**src/rtl/uart_echo_responder.sv**
```systemverilog
// uart_echo_responder
//   Device-side echo engine for the UART link. Bytes arriving from the UART
//   receiver are queued in a small FIFO and relaunched, in order, through the
//   UART transmitter one frame at a time.
//
//   Optional feature macro: UART_ECHO_UPCASE_EN
//     defined   -> lower-case ASCII ('a'..'z') is folded to upper case on entry
//     undefined -> bytes are echoed bit-exact
//
//   Ports
//     clk, rst     system clock, synchronous active-high reset
//     enable       1 = accept and echo; 0 = drop new bytes, hold launches
//     rx_data      received byte, qualified by rx_ready
//     rx_ready     one-cycle strobe per received byte
//     tx_busy      transmitter busy from uart_top
//     tx_data      byte being transmitted (held from launch to end of frame)
//     tx_start     one-cycle launch strobe
//     fifo_count   FIFO occupancy
//     overflow     sticky: a byte was dropped because the FIFO was full
//     echo_count   number of bytes launched (wraps)
module uart_echo_responder #(
    parameter int unsigned FIFO_DEPTH = 8,
    parameter int unsigned CNT_W      = 16
) (
    input  logic                          clk,
    input  logic                          rst,
    input  logic                          enable,
    input  logic [7:0]                    rx_data,
    input  logic                          rx_ready,
    input  logic                          tx_busy,
    output logic [7:0]                    tx_data,
    output logic                          tx_start,
    output logic [$clog2(FIFO_DEPTH):0]   fifo_count,
    output logic                          overflow,
    output logic [CNT_W-1:0]              echo_count
);

    localparam int unsigned PTR_W  = $clog2(FIFO_DEPTH);
    localparam int unsigned FCNT_W = PTR_W + 1;

    typedef enum logic [1:0] {
        IDLE      = 2'd0,
        LAUNCH    = 2'd1,
        WAIT_ACK  = 2'd2,
        WAIT_DONE = 2'd3
    } state_t;

    state_t            state;
    state_t            state_next;

    logic [7:0]        mem [FIFO_DEPTH];
    logic [PTR_W-1:0]  wr_ptr;
    logic [PTR_W-1:0]  rd_ptr;

    logic              full_c;
    logic              empty_c;
    logic              push_req_c;
    logic              push_c;
    logic              pop_c;
    logic              drop_c;
    logic [7:0]        wr_byte_c;

    // Byte written into the FIFO (optionally case-folded)
    always_comb begin
        wr_byte_c = rx_data;
`ifdef UART_ECHO_UPCASE_EN
        if (rx_data >= 8'h61 && rx_data <= 8'h7A) begin
            wr_byte_c[5] = 1'b0;
        end
`endif
    end

    // Next-state logic and FIFO handshake decisions
    always_comb begin
        state_next = state;
        pop_c      = 1'b0;
        full_c     = (fifo_count == FCNT_W'(FIFO_DEPTH));
        empty_c    = (fifo_count == '0);
        push_req_c = rx_ready && enable;

        case (state)
            IDLE: begin
                if (!empty_c && enable && !tx_busy) begin
                    state_next = LAUNCH;
                    pop_c      = 1'b1;
                end
            end
            LAUNCH: begin
                state_next = WAIT_ACK;
            end
            WAIT_ACK: begin
                if (tx_busy) begin
                    state_next = WAIT_DONE;
                end
            end
            WAIT_DONE: begin
                if (!tx_busy) begin
                    state_next = IDLE;
                end
            end
            default: begin
                state_next = IDLE;
            end
        endcase

        // A pop on the same edge frees the slot a full-FIFO push needs
        push_c = push_req_c && (!full_c || pop_c);
        drop_c = push_req_c && full_c && !pop_c;
    end

    // State register
    always_ff @(posedge clk) begin
        if (rst) begin
            state <= IDLE;
        end else begin
            state <= state_next;
        end
    end

    // FIFO storage (contents need no reset; pointers and count define validity)
    always_ff @(posedge clk) begin
        if (!rst && push_c) begin
            mem[wr_ptr] <= wr_byte_c;
        end
    end

    // Pointers, occupancy, launch registers and status
    always_ff @(posedge clk) begin
        if (rst) begin
            wr_ptr     <= '0;
            rd_ptr     <= '0;
            fifo_count <= '0;
            tx_data    <= 8'h00;
            tx_start   <= 1'b0;
            overflow   <= 1'b0;
            echo_count <= '0;
        end else begin
            tx_start <= pop_c;

            if (push_c) begin
                wr_ptr <= wr_ptr + PTR_W'(1);
            end
            if (pop_c) begin
                rd_ptr  <= rd_ptr + PTR_W'(1);
                tx_data <= mem[rd_ptr];
            end

            case ({push_c, pop_c})
                2'b10:   fifo_count <= fifo_count + FCNT_W'(1);
                2'b01:   fifo_count <= fifo_count - FCNT_W'(1);
                default: fifo_count <= fifo_count;
            endcase

            if (drop_c) begin
                overflow <= 1'b1;
            end

            if (state == LAUNCH) begin
                echo_count <= echo_count + CNT_W'(1);
            end
        end
    end

endmodule

```
**config.mk**
```make
export PLATFORM = sky130hd
export DESIGN_NAME = uart_echo_responder
export DESIGN_NICKNAME = d
export VERILOG_FILES = /design/src/rtl/uart_echo_responder.sv
export SDC_FILE = /design/constraint.sdc
export NUM_CORES = 1
export LEC_CHECK = 0
export CORE_MARGIN = 2
export CORE_UTILIZATION = 56
export CTS_CLUSTER_DIAMETER = 200
export DETAILED_ROUTE_END_ITERATION = 16
export PLACE_DENSITY = 0.79
export SLEW_MARGIN = 5
export SYNTH_ARGS = -nofsm -noshare
export SYNTH_HDL_FRONTEND = slang
export SYNTH_SLANG_ARGS = --single-unit
export TNS_END_PERCENT = 100
```
**constraint.sdc**
```tcl
create_clock -name clk -period 2.9 [get_ports clk]
set_clock_uncertainty 0.2 [all_clocks]
set_input_delay 0.29 -clock clk [delete_from_list [all_inputs] [get_ports clk]]
set_output_delay 0.29 -clock clk [all_outputs]
set_load 0.005 [all_outputs]
```
Word-level counts from Yosys, hierarchy flattened:

Memories as Yosys holds them, arrays and structs flattened. A register that Yosys moved wholly into a read port is not among the register bits.
Cells that the tools add are included.

* reductions and logical operators: 17
* add/subtract/negate cells: 5
* multiplexer cells: 9
* equal/unequal tests: 9

Operator list (number)
* 16-bit by 1-bit adder with 16-bit output, second input constant: 1
* 2-bit case mux with 4 select lines: 1
* 4-bit case mux with 2 select lines: 1
* 1-bit logical AND: 7
* 3-bit by 1-bit adder with 3-bit output, second input constant: 2
* 2-bit == test, second input constant: 3
* 2-bit 2-to-1 mux: 3
* 2-bit inequality test, second input constant: 3
* 1-bit zero test: 5
* 4-bit by 1-bit adder with 4-bit output, second input constant: 1
* 2-bit by 1-bit == test with 1-bit output, second input constant: 2
* 4-bit == test, second input constant: 1
* 4-bit zero test: 1
* 1-bit 2-to-1 mux: 4
* 4-bit by 1-bit subtractor with 4-bit output, second input constant: 1
* 3-bit AND reduction: 1
* 2-bit zero test: 1
* 2-bit nonzero test: 1
* 1-bit logical OR: 1

* RAM bits: 64
* register bits: 30
* bits of input ports: 13
* output and inout bits: 30
* logic and storage cells: 48
* memories kept: 1

Memories
* mem: words 8, width 8, rd ports 1, clocked after memory_dff 1, write ports 1, line 51 `logic [7:0] mem [FIFO_DEPTH];`

Logic depth before layout (Yosys ltp):

* depth after elaboration: 11
* depth in mapped cells: 12
* mapped depth without buffers: 11

Worst setup path after synthesis:

OpenSTA, ideal clock, no wires.

* path kind: register to register
* start: register state[0]
* end: memory mem[4][0] (enable)
* arrival: 1882 ps
* path buffers: 0
* setup slack: 423 ps
* data required time: 2305 ps
* cell stages (with the launch flop): 7
* library setup time: 395 ps
* period minus slack after synthesis: 2477 ps
* path through: dfxtp_1 inv_1 ha_1 nand2b_1 a21oi_1 nand2_1 nor4_1

* cells in the longest elaborated chain, start to end: 7

RTL lines
* start: declaration: line 48 `state_t state;`
* start signal: assignment: line 116 `state <= state_next;`
* 2-bit zero test: line 81 `case (state)`
* 1-bit 2-to-1 mux: line 81
* 1-bit logical OR: line 107 `push_c = push_req_c && (!full_c || pop_c);`
* 1-bit logical AND: line 107
* 1-bit logical AND: line 122 `if (!rst && push_c) begin`
* 1-bit 2-to-1 mux: line 122
* 1-bit 2-to-1 mux (not written as such): line 123 `mem[wr_ptr] <= wr_byte_c;`
* end: declaration: line 51

Every way passes these cells.

Final worst setup path:

* start: register state[0]
* end: register fifo_count[2]

* cells in the longest elaborated chain, start to end: 6
* elaborated cells on any way between the ends: 8
* classes of those cells: eq/ne: 2; mux: 2; reduce/logical: 4

RTL lines
* 2-bit zero test *: line 81
* 1-bit 2-to-1 mux *: line 81
* 1-bit logical OR: line 107
* 1-bit logical AND: line 107
* 2-bit by 1-bit == test with 1-bit output or 2-bit == test (tied branches): line 148 `case ({push_c, pop_c})`
* 4-bit case mux with 2 select lines or 2-bit nonzero test (tied branches)
* end signal: assignment: line 149 `2'b10: fifo_count <= fifo_count + FCNT_W'(1);`
* end signal: assignment: line 150 `2'b01: fifo_count <= fifo_count - FCNT_W'(1);`
* end signal: assignment: line 151 `default: fifo_count <= fifo_count;`
* end: declaration: line 33 `output logic [$clog2(FIFO_DEPTH):0] fifo_count,`

Mark *: on every way between the ends. The rest lies on a longest branch, timed or not.
A chain may end at the register's enable or synchronous reset.

==> flow_results.org <==
** Status
- Outcome :: complete, no violations

** Finish
- Post-layout nets :: 387
- Final std cells w/o fill :: 469
- The repair_antennas step left the layout with diodes totalling 0.
- Share of cells above drive strength 1 :: 0.149
- Layout overhead on the synthesized area :: 19.2%

** Synthesis
- Mean instance size in the synthesized netlist :: 13.7 µm²
- In the post-synthesis netlist, the biggest area contributors are edfxtp_1 46%, dfxtp_1 18%, mux4_2 8.6%.
- Synthesis produced 306 cells.
- The synthesized netlist occupies a cell area of 4190 µm².
- In this run, synthesis inferred 64 flip-flops with an integrated enable.
- Yosys warning total :: 0
- Most numerous cell types in the synthesized netlist :: 64 x edfxtp_1, 38 x dfxtp_1, 38 x nor2_1
- Post-synth top flop :: edfxtp_1
- For this run, asynchronously set or reset flops after synthesis account for 0.
- Synthesized netlist net count :: 328
- The synthesized design contains 102 register bits.
- The share of synthesized area in the top cell type comes to 0.459.
- Counting distinct cell types in the post-synthesis netlist gives 44.
- The share of the Yosys chip area taken by registers is 0.640.
- By instance count, the leading cell after synthesis is edfxtp_1.
- Dominant cell type by area after synthesis :: edfxtp_1

** Floorplan
- The die covers 8190 µm².
- Row generation in the floorplan step produced 31 rows.
- Die extent in x :: 90.5 µm
- The region available for standard cell placement spans 7250 µm².
- Top-level I/O count :: 43
- The die is 90.5 µm tall.
- The initial utilization of the core area, before any placement, comes to 0.578.

** Drt
- The detailed router placed 2688 vias in this run.
- Using the TritonRoute via totals, the vias-per-cell ratio works out to 5.73.
- For this block, the routed nets add up to 7970 µm of wire.
- Initial drt markers :: 182
- Detailed-routing iteration count for the pre-antenna-repair pass :: 4
- Dividing the detail-routed wire length by the instance count gives 17.0 µm.
- For this run, design rule violations remaining after detail routing come to 0.
- Number of nets with antenna violations after detailed routing :: 0

** Pwr
- Across the VDD grid, the largest voltage drop is 0.386 mV.
- Dividing total power by cell area gives a power density of 569 nW/µm².
- Static Leak :: 0.00164 µW

** Clock network
- Count of hold buffers inserted by post-cts repair :: 0
- TritonCTS clock tree :: done
- After clock tree synthesis, the clock-pin slew on the worst setup and hold paths is 0.09 ns.
- Buffer levels on the longest clock path :: 2
- Gates resized during post-CTS repair numbered 0.
- Clock tree synthesis found a total of 102 sinks.
- Deepest level of the CTS H-tree :: 3
- The tree is rooted in a clkbuf_8.
- Skew-Pair Late Insertion Delay :: 0.36 ns
- CTS Buf Count :: 9
- Post-CTS timing repair inserted 0 buffers for setup.

** Critical path
- For the worst setup path, the data required time is 2.96 ns.
- STA classifies the critical path endpoint as a flip-flop.
- Arrival time worst endpoint :: 2.51 ns
- Worst Path Class, Setup :: flip-flop to flip-flop
- Flop2flop setup slack :: 0.45 ns
- Worst reg2reg endpoint :: fifo_count[2]
- Highest fanout seen on the critical path :: 4
- Measured in cells, the most critical reg-to-reg path has a length of 11.
- The startpoint identified for the worst register-to-register timing path is state[0].
- The worst setup path is launched from a flip-flop.

** GRT
- Antenna violations before repair :: 0
- Pin count of the biggest net entering global routing :: 40
- Number of global-route vias before repair :: 2571
- Remaining global-route overflow :: 0
- First-pass GRT wire length :: 12700 µm
- Global-route usage over all layers :: 0.206

** Timing
- Slew at the pin with the worst max-slew slack :: 0.817 ns
- Setup violations remaining at the end of the flow were counted as 0.
- Fraction of the cycle the final worst path needs :: 0.844
- For this run, the top clock speed supported by timing is 408 MHz.
- Sum Neg Setup Slack :: 0 ns
- Max-slew violations :: 0
- Setup repair after global routing missed its margin :: false
- Post-layout min period :: 2.45 ns
- Relative slew margins :: 0.454
- Final number of hold-violating endpoints :: 0

** Worst hold path
- Counting instances, the worst hold path has a depth of 2.
- Min-delay worst type :: flip-flop to flip-flop
- Worst Hold Endpoint :: overflow
- Critical hold path startpoint :: overflow

** Place
- Final RePlAce weighted congestion :: 0.858
- Post-DP HPWL :: 5340 µm
- Including well taps, the total number of placed cells is 453.
- Input/output buffers :: 42

** Run
- Max cap viols :: 0
[layout make-up]
cell class / instances / area, µm²
Clock buffer: 9 / 124
Fill cell: 527 / 2260
Timing Repair Buffer: 61 / 563
Multi-Input combinational cell: 186 / 1430
Tap cell: 99 / 124
Inverter: 5 / 18.8
Sequential cell: 102 / 2680
Clock inverter: 7 / 56.3
[report_power, final]
group	internal, µW	leakage, µW	switching (µW)
Combinational	195	0.000669	206
Clock	322	0.0000858	498
Sequential	1580	0.000884	37.6
[per-stage QoR]
step	power, µW	utilization	hold WS [ns]	area, µm²	setup WS [ns]
after floorplan	1900	-	0.189	4190	0.423
final	2840	0.689	0.278	4990	0.451
after global placement	2030	0.664	0.253	4810	0.296
after CTS	2860	0.689	0.286	4990	0.436
after detailed placement	2050	0.664	0.263	4810	0.223
after global routing	2980	0.689	0.315	4990	0.198
[cells in the final DEF, fill, tap and decap left out, types with 2 or more instances in the layout]
master / Yosys / final
a211oi_1: 3 / 3
or4_1: 2 / 2
clkinvlp_4: 0 / 2
and4_1: 2 / 2
nor3_1: 17 / 17
o22ai_1: 8 / 8
o21ai_0: 5 / 5
a21oi_1: 9 / 9
mux2i_1: 2 / 2
nor2_1: 38 / 38
clkbuf_8: 0 / 9
nand2_1: 13 / 13
inv_1: 5 / 5
o41ai_1: 2 / 2
nand3_1: 11 / 11
buf_4: 2 / 19
nor2b_1: 4 / 4
ha_1: 9 / 9
or3_1: 3 / 3
mux4_2: 16 / 16
mux2_1: 2 / 2
nand2b_1: 3 / 3
inv_6: 0 / 2
xor2_1: 7 / 7
dfxtp_1: 38 / 38
nor4b_2: 1 / 2
o31ai_1: 2 / 2
clkdlybuf4s50_1: 0 / 42
nand4_1: 4 / 4
edfxtp_1: 64 / 64
xnor2_1: 10 / 10
[critical path: stages, from the launching register on]
cell and delay (ns):
dfxtp_1 0.35, inv_1 0.12, ha_1 0.22, nor2b_1 0.18, nand2_1 0.11, nor2_1 0.16
xor2_1 0.16, ha_1 0.18, nand3_1 0.08, a211oi_1 0.20, a31oi_1 0.07, mux2_1 0.31
[cells by family (layout without fill, tap and decap cells)]
kind of cell    after synthesis  count (layout)  share of synthesized area
xor+xnor                     17              17                     0.0355
mux                          20              20                     0.0961
fa+ha+maj                     9               9                     0.0269
simple gates                106             106                      0.127
compound gates               34              34                     0.0531
flops                       102             102                      0.640
buf+inv                      18              82                     0.0209
[worst max-delay path by stage]
stage,depth (start not counted),end,from
floorplan,6,mem[4][0],state[0]
global placement,10,fifo_count[2],enable
detailed placement,10,fifo_count[2],enable
CTS,11,fifo_count[2],state[0]
global route,11,fifo_count[2],state[1]
finish,11,fifo_count[2],state[0]
[flip-flops by register name, indices dropped and copies added, names as in the netlist]
register	flops
echo_count	16
fifo_count	4
state	2
wr_ptr	3
tx_data	8
mem	64
tx_start	1
overflow	1
rd_ptr	3
[layer usage]
metal	GRT usage	vias up	part of all wire
li1	-	1276	-
met1	0.266	1327	0.44
met2	0.335	70	0.49
met3	0.0559	15	0.051
met4	0.0808	0	0.018
met5	0	-	0
(Power assumes the default switching activity.)
